**src/rtl/uart2_tx_core_if.sv**
```systemverilog
// uart2_tx_core_if: host-side byte handshake of the UART transmitter.
// The host drives the load strobe, the byte and the transmit permit;
// the transmitter answers with the holding-register-empty flag.
interface uart2_tx_core_if;
  logic       ld_tx_data;
  logic [7:0] tx_data;
  logic       tx_enable;
  logic       tx_empty;

  modport master (
    output ld_tx_data,
    output tx_data,
    output tx_enable,
    input  tx_empty
  );

  modport slave (
    input  ld_tx_data,
    input  tx_data,
    input  tx_enable,
    output tx_empty
  );
endinterface

```
**src/rtl/uart2_tx_core.sv**
```systemverilog
// uart2_tx_core: byte-wide asynchronous serial transmitter, 8 data bits,
// no parity, STOP_BITS stop bits, LSB first. A single holding register is
// loaded while tx_empty is high and stays occupied for the whole frame.
// Dropping tx_enable mid-frame parks the line high and keeps the byte so
// the frame restarts from its start bit once tx_enable returns.
module uart2_tx_core #(
  parameter int CLKS_PER_BIT = 16,
  parameter int STOP_BITS    = 1
) (
  input  logic           clk,
  input  logic           reset,
  uart2_tx_core_if.slave host,
  output logic           tx_out
);

  // The baud counter has to span the longest segment, which is the stop
  // period (STOP_BITS bit periods); keep at least one bit of width.
  localparam int STOP_CLKS = STOP_BITS * CLKS_PER_BIT;
  localparam int CNT_W     = (STOP_CLKS > 1) ? $clog2(STOP_CLKS) : 1;

  localparam logic [CNT_W-1:0] BIT_LAST  = CNT_W'(CLKS_PER_BIT - 1);
  localparam logic [CNT_W-1:0] STOP_LAST = CNT_W'(STOP_CLKS - 1);
  localparam logic [CNT_W-1:0] CNT_ZERO  = CNT_W'(0);
  localparam logic [CNT_W-1:0] CNT_ONE   = CNT_W'(1);

  typedef enum logic [1:0] {
    IDLE  = 2'd0,
    START = 2'd1,
    DATA  = 2'd2,
    STOP  = 2'd3
  } state_t;

  state_t           state_r;
  logic [CNT_W-1:0] baud_cnt_r;
  logic [2:0]       bit_cnt_r;
  logic [7:0]       hold_r;
  logic             empty_r;
  logic             tx_out_r;

  logic             bit_done_s;
  logic             stop_done_s;
  logic             load_s;
  logic             next_bit_s;

  // Segment-end decode, load qualification and the data bit that follows
  // the one currently on the line.
  always_comb begin
    bit_done_s  = (baud_cnt_r == BIT_LAST);
    stop_done_s = (baud_cnt_r == STOP_LAST);
    load_s      = host.ld_tx_data & empty_r;
    if (bit_cnt_r == 3'd7) begin
      next_bit_s = 1'b1;
    end else begin
      next_bit_s = hold_r[bit_cnt_r + 3'd1];
    end
  end

  // Frame sequencer: holding register, empty flag, counters and the
  // registered serial line all advance together on the rising edge.
  always_ff @(posedge clk or negedge reset) begin
    if (!reset) begin
      state_r    <= IDLE;
      baud_cnt_r <= CNT_ZERO;
      bit_cnt_r  <= 3'd0;
      hold_r     <= 8'h00;
      empty_r    <= 1'b1;
      tx_out_r   <= 1'b1;
    end else begin
      // A load is only honoured while the register is free, so a byte in
      // flight is never overwritten. The FSM below never frees the
      // register while it is free, so the two writes cannot collide.
      if (load_s) begin
        hold_r  <= host.tx_data;
        empty_r <= 1'b0;
      end else begin
        hold_r  <= hold_r;
      end

      if (!host.tx_enable) begin
        // Permit withdrawn: abandon the frame, keep the byte.
        state_r    <= IDLE;
        baud_cnt_r <= CNT_ZERO;
        bit_cnt_r  <= 3'd0;
        tx_out_r   <= 1'b1;
      end else begin
        case (state_r)
          IDLE: begin
            baud_cnt_r <= CNT_ZERO;
            bit_cnt_r  <= 3'd0;
            // Uses the registered flag: a byte loaded on this edge starts
            // on the next one.
            if (!empty_r) begin
              state_r  <= START;
              tx_out_r <= 1'b0;
            end else begin
              state_r  <= IDLE;
              tx_out_r <= 1'b1;
            end
          end

          START: begin
            if (bit_done_s) begin
              state_r    <= DATA;
              baud_cnt_r <= CNT_ZERO;
              bit_cnt_r  <= 3'd0;
              tx_out_r   <= hold_r[0];
            end else begin
              baud_cnt_r <= baud_cnt_r + CNT_ONE;
              tx_out_r   <= 1'b0;
            end
          end

          DATA: begin
            if (bit_done_s) begin
              baud_cnt_r <= CNT_ZERO;
              if (bit_cnt_r == 3'd7) begin
                state_r   <= STOP;
                bit_cnt_r <= 3'd0;
                tx_out_r  <= 1'b1;
              end else begin
                bit_cnt_r <= bit_cnt_r + 3'd1;
                tx_out_r  <= next_bit_s;
              end
            end else begin
              baud_cnt_r <= baud_cnt_r + CNT_ONE;
            end
          end

          STOP: begin
            tx_out_r <= 1'b1;
            if (stop_done_s) begin
              state_r    <= IDLE;
              baud_cnt_r <= CNT_ZERO;
              empty_r    <= 1'b1;
            end else begin
              baud_cnt_r <= baud_cnt_r + CNT_ONE;
            end
          end

          default: begin
            state_r    <= IDLE;
            baud_cnt_r <= CNT_ZERO;
            bit_cnt_r  <= 3'd0;
            tx_out_r   <= 1'b1;
          end
        endcase
      end
    end
  end

  assign tx_out        = tx_out_r;
  assign host.tx_empty = empty_r;

endmodule

```
**src/flat_wrapper.sv**
```systemverilog
// flat-port wrapper written by rule: the top's interface ports become plain ports
module uart2_tx_core_flat 
#(
  parameter int CLKS_PER_BIT = 16,
  parameter int STOP_BITS    = 1
)
  (clk, reset, tx_out, host_ld_tx_data, host_tx_data, host_tx_enable, host_tx_empty);
  uart2_tx_core_if host_i ();
  input  logic clk;
  input  logic reset;
  output logic tx_out;
  input wire logic [$bits(host_i.ld_tx_data)-1:0] host_ld_tx_data;
  input wire logic [$bits(host_i.tx_data)-1:0] host_tx_data;
  input wire logic [$bits(host_i.tx_enable)-1:0] host_tx_enable;
  output wire logic [$bits(host_i.tx_empty)-1:0] host_tx_empty;
  assign host_i.ld_tx_data = host_ld_tx_data;
  assign host_i.tx_data = host_tx_data;
  assign host_i.tx_enable = host_tx_enable;
  assign host_tx_empty = host_i.tx_empty;
  uart2_tx_core #(.CLKS_PER_BIT(CLKS_PER_BIT), .STOP_BITS(STOP_BITS)) u_core (.clk(clk), .reset(reset), .host(host_i), .tx_out(tx_out));
endmodule
```
**config.mk**
```make
export PLATFORM = sky130hd
export DESIGN_NAME = uart2_tx_core_flat
export DESIGN_NICKNAME = d
export VERILOG_FILES = /design/src/rtl/uart2_tx_core_if.sv /design/src/rtl/uart2_tx_core.sv /design/src/flat_wrapper.sv
export SDC_FILE = /design/constraint.sdc
export NUM_CORES = 1
export LEC_CHECK = 0
export CORE_MARGIN = 2
export CORE_UTILIZATION = 47
export DETAILED_ROUTE_END_ITERATION = 16
export GPL_TIMING_DRIVEN = 0
export PLACE_DENSITY_LB_ADDON = 0.3
export SLEW_MARGIN = 15
export SYNTH_ARGS = -nofsm -noshare
export SYNTH_HDL_FRONTEND = slang
export SYNTH_SLANG_ARGS = --single-unit
```
**constraint.sdc**
```tcl
create_clock -name clk -period 3.7 [get_ports clk]
set_clock_uncertainty 0.15 [all_clocks]
set_input_delay 0.37 -clock clk [delete_from_list [all_inputs] [get_ports clk]]
set_output_delay 0.37 -clock clk [all_outputs]
set_load 0.02 [all_outputs]
```
==> results by group, run 1 <==
Run status
  • Outcome: completed

Global routing
  • Initial antenna violation count: 0
  • Vias in the first global route: 760
  • First-pass GRT wire length: 3060 um
  • Total track usage: 0.158
  • Remaining global-route overflow: 0
  • Largest net degree at the start of global routing: 20

Synthesis
  • Mean Syn Cell Area: 11.0 um^2
  • EDFF count, synth: 0
  • Synth top cells by count: dfrtp_1 (17), mux2_2 (10), ha_1 (7), inv_1 (7)
  • Count leader, synth: dfrtp_1
  • Syn Inst Count: 94
  • Largest cells by area after synthesis: dfrtp_1 (41%), mux2_2 (11%), ha_1 (8.5%)
  • Sequential fraction of the synthesis area: 0.461
  • Syn Nets: 113
  • Post-synthesis register bit count: 19
  • Yosys Warn Count: 0
  • Top_reg_cell synth: dfrtp_1
  • Largest area contributor in the netlist: dfrtp_1
  • Asr flop ratio synth: 1.00
  • Syn Std Cell Area: 1040 um^2
  • Top cell type's share of synthesized area: 0.411
  • Netlist cell types: 31

Critical path
  • Crit path kind: reg -> out
  • Worst setup EP type: output port
  • Cell Chain, Critical Path: clkdlybuf4s50_1
  • Crit path max-delay family: buffers and inverters
  • Slowest CP cell: clkdlybuf4s50_1
  • Buf/Inv on CP: 1
  • CP arrival: 1.49 ns
  • Worst reg2reg path endpoint: u_core.bit_cnt_r[1]
  • Crit start category: flip-flop
  • Critical R2R Launch: u_core.state_r[0]
  • Max stage delay on crit path: 0.62 ns
  • Crit Path Max Fanout: 4
  • R2r setup slk: 1.85 ns
  • Worst Reg-to-Reg Cells: 7
  • CP startpoint: u_core.host.tx_empty
  • CP required: 3.18 ns

Detailed routing
  • Metal2 WL: 893 um
  • Antenna Nets Post-Route: 0
  • WL met1: 786 um
  • Highest routed layer: met4
  • Met3 routed WL: 56 um
  • Initial DRC count: 8
  • Via density: 5.37
  • DRC Markers: 0
  • Drt total wl: 1770 um
  • Wire length per cell: 12.9 um
  • Drt first pass iters: 3
  • DR vias: 736

Place
  • Gp weighted congestion: 0.764
  • DP Wirelength: 1390 um
  • Place WS: 1.86 ns
  • # port buffers: 12

Power and ir drop
  • Combinational power share: 0.365
  • VDD IR max: 375 uV
  • Clock network fraction of total power: 0.181
  • Net Sw Frac: 0.337
  • Pwr/cell area: 473 nW/um^2
  • Leak Pwr: 0.000534 uW
  • Reg power frac: 0.454
  • Switching power total: 194 uW
  • Internal power: 381 uW

Floorplan
  • # IOs: 14
  • Row cnt: 16
  • DIE AREA: 2600 um^2
  • Die X: 51.0 um
  • Die height: 51.0 um
  • Core box area: 2020 um^2
  • Initial Util: 0.512

Worst hold path
  • HP Start: host_tx_enable
  • Cells on Worst Hold Path: 2
  • WHS Endpoint: u_core.tx_out
  • Worst hold path class: in -> reg

Job
  • Max_cap viols: 0

Timing
  • Worst slew pin tran: 0.830 ns
  • Setup ws final: 1.69 ns
  • Setup Viol. Count Final: 0
  • Final Cycle Share: 0.543
  • Tmin final: 2.01 ns
  • Final Hold Fails: 0
  • Max Freq: 498 MHz
  • RSZ-0062 raised after global routing: no
  • Setup TNS: 0 ns
  • Worst hold slack: 0.314 ns
  • Worst slew margin: 0.445
  • Fin. max-slew vios: 0

Clocking
  • CTS resizes: 0
  • Setup bufs post-CTS: 0
  • Max Root-Sink Buffers: 2
  • Root buffer cell: clkbuf_4
  • H-tree Lvls: 1
  • Clk sinks: 19
  • Post-CTS Hold Fix Bufs: 0
  • CTS tree: yes
  • Skew-Pair Late Insertion Delay: 0.30 ns
  • CTS clock-pin slew for the worst setup and hold paths: 0.10 ns
  • CTS buffer count: 3

Finish
  • Footprint of the multi-input gates: 504 um^2
  • Antenna diode count: 0
  • Fraction of layout instances using a drive strength above 1: 0.182
  • Fillers: 174
  • # nets final: 130
  • Area Overhead vs Synth: 17.4%
  • FF/Latch Area: 478 um^2
-- routing by layer --
metal,vias to the layer above,global-route usage
li1,365,-
met1,353,0.183
met2,13,0.279
met3,5,0.0351
met4,0,0.0676
met5,-,0
-- power by group through the flow --
stage / Sequential [uW] / Combinational (uW) / Clock, uW
final: 261 / 210 / 104
after global routing: 266 / 237 / 118
after CTS: 260 / 213 / 108
after detailed placement: 264 / 213 / 0
after global placement: 263 / 206 / 0
after floorplan: 262 / 162 / 0
-- placed cells by master, fill, tap and decap left out --
master,count
clkbuf_4,3
nand4b_1,2
nand2b_1,2
nand4_1,1
a31oi_1,1
dfstp_2,2
nand2_1,6
dfrtp_1,17
clkdlybuf4s50_1,12
nor4_2,1
nor2_1,5
a21boi_0,1
clkbuf_1,2
and3_1,1
a21oi_1,3
o311ai_1,1
o31ai_1,1
buf_2,1
inv_1,7
a31o_1,1
nand3_1,2
buf_6,1
o21ai_0,4
buf_4,1
mux2i_1,6
o21ai_2,1
mux2_2,10
nor3_1,2
nor3b_1,2
o22ai_1,1
xnor2_1,1
ha_1,7
o211ai_1,2
-- cell families after synthesis --
family                   count (synthesis)  synth area share
AO/OA/AOI/OAI                           16             0.100
XOR/XNOR                                 1           0.00846
adder cells (fa/ha/maj)                  7            0.0845
buffers and inverters                   11            0.0519
flip-flops                              19             0.461
multiplexers                            16             0.167
AND/OR/NAND/NOR                         24             0.127
-- worst reg2reg max path, stage by stage, from the launching register on --
cell      delay [ns]
dfrtp_1         0.40
inv_1           0.09
ha_1            0.19
buf_2           0.16
nor2_1          0.15
nand2_1         0.07
o211ai_1        0.16
mux2_2          0.38
-- registers in the layout, summed over array words and instances, names as in the netlist --
| register | count |
|---|---|
| u_core.hold_r | 8 |
| u_core.baud_cnt_r | 4 |
| u_core.bit_cnt_r | 3 |
| u_core.state_r | 2 |
| u_core.host.tx_empty | 1 |
| u_core.tx_out | 1 |
-- final cells by class --
type | instances | share of cell area
timing repair buffer | 12 | 0.0988
sequential | 19 | 0.393
inverter | 7 | 0.0216
clock buffer | 4 | 0.0216
multi-input combinational | 64 | 0.415
tap | 27 | 0.0278
buffer | 4 | 0.0226
-- worst max path at each step --
stage / to / slack, ns / depth (start not counted)
2_1_floorplan: u_core.tx_out / 2.00 / 5
3_3_place_gp: u_core.tx_out / 1.90 / 6
3_5_place_dp: u_core.tx_out / 1.86 / 6
4_1_cts: host_tx_empty / 1.68 / 1
5_1_grt: host_tx_empty / 1.65 / 1
6_report: host_tx_empty / 1.69 / 1
-- through the flow --
stage               power (uW)   util  instance area (um^2)  instances
floorplan                  424      -                  1040         94
global placement           469  0.588                  1190        133
detailed placement         478  0.588                  1190        133
CTS                        582  0.601                  1220        137
global route               621  0.601                  1220        137
finish                     575  0.601                  1220        137
Power figures use the tool's default switching activity.
==> run 2, diff against run 1 <==
clock period = 1.82 ns   (was 3.7 ns; I/O delays follow)
==> run 2 against run 1 <==
  * Core utilization up 3.8 points
  * Count of clock-buffer cells in the layout did not move
  * Sequential share of layout area down 2.4 points
  * Critical path depth is 6 higher
  * Combinational power grew to 2.5 times the previous value
  * Hold slack lost 0.20 ns
  * Via count up 3.4%
  * Non-clock buffer count rose by 4
  * Critical endpoint is now u_core.bit_cnt_r[0]
  * First-iteration DRC count fell by 50%
  * Worst setup slack got worse by 1.6 ns
  * Power rose by 120%
==> results by group, run 2 (synthesis gave the netlist of run 1 again) <==
Run status
  • Outcome: completed

Detailed routing
  • Drt first pass iters: 4
  • Via density: 5.40
  • Drt total wl: 1900 um
  • DR vias: 761
  • Wire length per cell: 13.5 um
  • Initial DRC count: 4
  • Antenna Nets Post-Route: 0
  • DRC Markers: 0

Place
  • DP Wirelength: 1390 um
  • Gp weighted congestion: 0.764
  • # port buffers: 12
  • Inst Count DP: 133
  • Place WS: -0.0174 ns

Finish
  • Most frequent cells in the layout: dfrtp_1 (17), clkdlybuf4s50_1 (10), mux2_2 (9)
  • Most common cell after layout, fill and taps aside: dfrtp_1
  • Max FFs per register: 8
  • Area Overhead vs Synth: 24.9%
  • Top reg by flops: u_core.hold_r
  • # nets final: 134
  • Final Core Density: 0.640
  • Antenna diode count: 0
  • Layout Cells excl Fill: 141
  • Top Registers: u_core.hold_r: 8 flops, u_core.baud_cnt_r: 4 flops, u_core.bit_cnt_r: 3 flops
  • Fraction of layout instances using a drive strength above 1: 0.263

Floorplan
  • Row cnt: 16
  • Core box area: 2020 um^2
  • Die height: 51.0 um
  • Initial Util: 0.512
  • DIE AREA: 2600 um^2
  • Die X: 51.0 um
  • # IOs: 14

Critical path
  • Crit start category: flip-flop
  • CP arrival: 1.80 ns
  • Cell Chain, Critical Path: inv_1 > ha_2 > buf_6 > nor2_4 > o211ai_1 > buf_4 > mux2_2
  • Max stage delay on crit path: 0.39 ns
  • CP required: 1.86 ns
  • Crit path kind: reg -> reg
  • Crit Path Max Fanout: 9
  • R2r setup slk: 0.06 ns
  • Worst setup EP type: flip-flop
  • Slowest CP cell: dfrtp_1

Clocking
  • CTS tree: yes
  • CTS buffer count: 3
  • Max Root-Sink Buffers: 2
  • H-tree Lvls: 1
  • Skew-Pair Late Insertion Delay: 0.30 ns
  • Clk sinks: 19
  • CTS clock-pin slew for the worst setup and hold paths: 0.11 ns
  • Root buffer cell: clkbuf_4
  • Post-CTS Hold Fix Bufs: 0

Global routing
  • First-pass GRT wire length: 3210 um
  • Largest net degree at the start of global routing: 20
  • Vias in the first global route: 795
  • Remaining global-route overflow: 0
  • Initial antenna violation count: 0
  • Total track usage: 0.168

Power and ir drop
  • Net Sw Frac: 0.341
  • Reg power frac: 0.410
  • Clock network fraction of total power: 0.170
  • Switching power total: 434 uW
  • Combinational power share: 0.420
  • Internal power: 841 uW
  • Pwr/cell area: 986 nW/um^2
  • VDD IR max: 732 uV
  • Leak Pwr: 0.000570 uW

Worst hold path
  • Worst hold path class: in -> reg

Timing
  • Setup Viol. Count Final: 0
  • Worst hold slack: 0.119 ns
  • Worst slew margin: 0.443
  • Final Hold Fails: 0
  • RSZ-0062 raised after global routing: no
  • Tmin final: 1.76 ns
  • Fin. max-slew vios: 0
  • Max Freq: 570 MHz
  • Setup ws final: 0.0650 ns
  • Final Cycle Share: 0.964
  • Worst slew pin tran: 0.834 ns

Job
  • Max_cap viols: 0
## run 2: cell types whose count changed in the layout (fill, tap and decap cells not counted), sizes merged
cell / change
buf: +4
dlymetal6s2s: +1
clkdlybuf4s50: -2
dlygate4sd2: +1
## run 2: area by class of cell
class / instances / area (um^2)
sequential: 19 / 478
tap: 27 / 33.8
timing repair buffer: 16 / 151
multi-input combinational: 64 / 544
buffer: 4 / 33.8
fill: 166 / 728
clock buffer: 4 / 26.3
inverter: 7 / 26.3
## run 2: power groups by stage
stage | logic (uW) | registers [uW] | clock network, uW
after floorplan | 329 | 533 | 0
after global placement | 419 | 534 | 0
after detailed placement | 434 | 538 | 0
after CTS | 456 | 526 | 220
after global routing | 589 | 531 | 243
final | 535 | 523 | 217
## run 2: worst max-delay path, delay by kind of cell, from the launching register on
family	cells	cell delay, ns
flip-flops	1	0.39
buffers and inverters	3	0.38
multiplexers	1	0.32
adder cells (fa/ha/maj)	1	0.18
AO/OA/AOI/OAI	1	0.17
AND/OR/NAND/NOR	1	0.04
## run 2: worst paths after layout
kind | start | endpoint | cells past startpoint
setup reg to reg | u_core.state_r[0] | u_core.bit_cnt_r[0] | 7
hold reg to reg | u_core.host.tx_empty | u_core.host.tx_empty | 2
hold / removal | host_tx_enable | u_core.tx_out | 2
min in group asynchronous | reset | u_core.baud_cnt_r[0] | 1
max in group asynchronous | reset | u_core.hold_r[6] | 1
setup / recovery | u_core.state_r[0] | u_core.bit_cnt_r[0] | 7
## run 2: per-stage QoR
stage	TNS, ns	total power, uW	instance area, um^2
2_1_floorplan	0	862	1040
3_3_place_gp	0	953	1190
3_5_place_dp	-0.0447	971	1190
4_1_cts	0	1200	1240
5_1_grt	0	1360	1290
6_report	0	1280	1290
## run 2: timing repair
| action | 4_1_cts | 5_1_grt |
|---|---|---|
| endpoints found under the setup margin | 4 | 5 |
| gates cloned | 0 | 0 |
| setup buffers | 1 | 3 |
| hold endpoints to repair | 0 | 0 |
| gates resized for setup | 4 | 9 |
| pin swaps | 0 | 2 |
## run 2: per-layer routing
metal	part of all wire	track usage	vias to the layer above
met1	0.42	0.185	371
met3	0.025	0.0351	4
met2	0.54	0.303	12
met4	0.016	0.0811	0
li1	-	-	374
met5	0	0	-
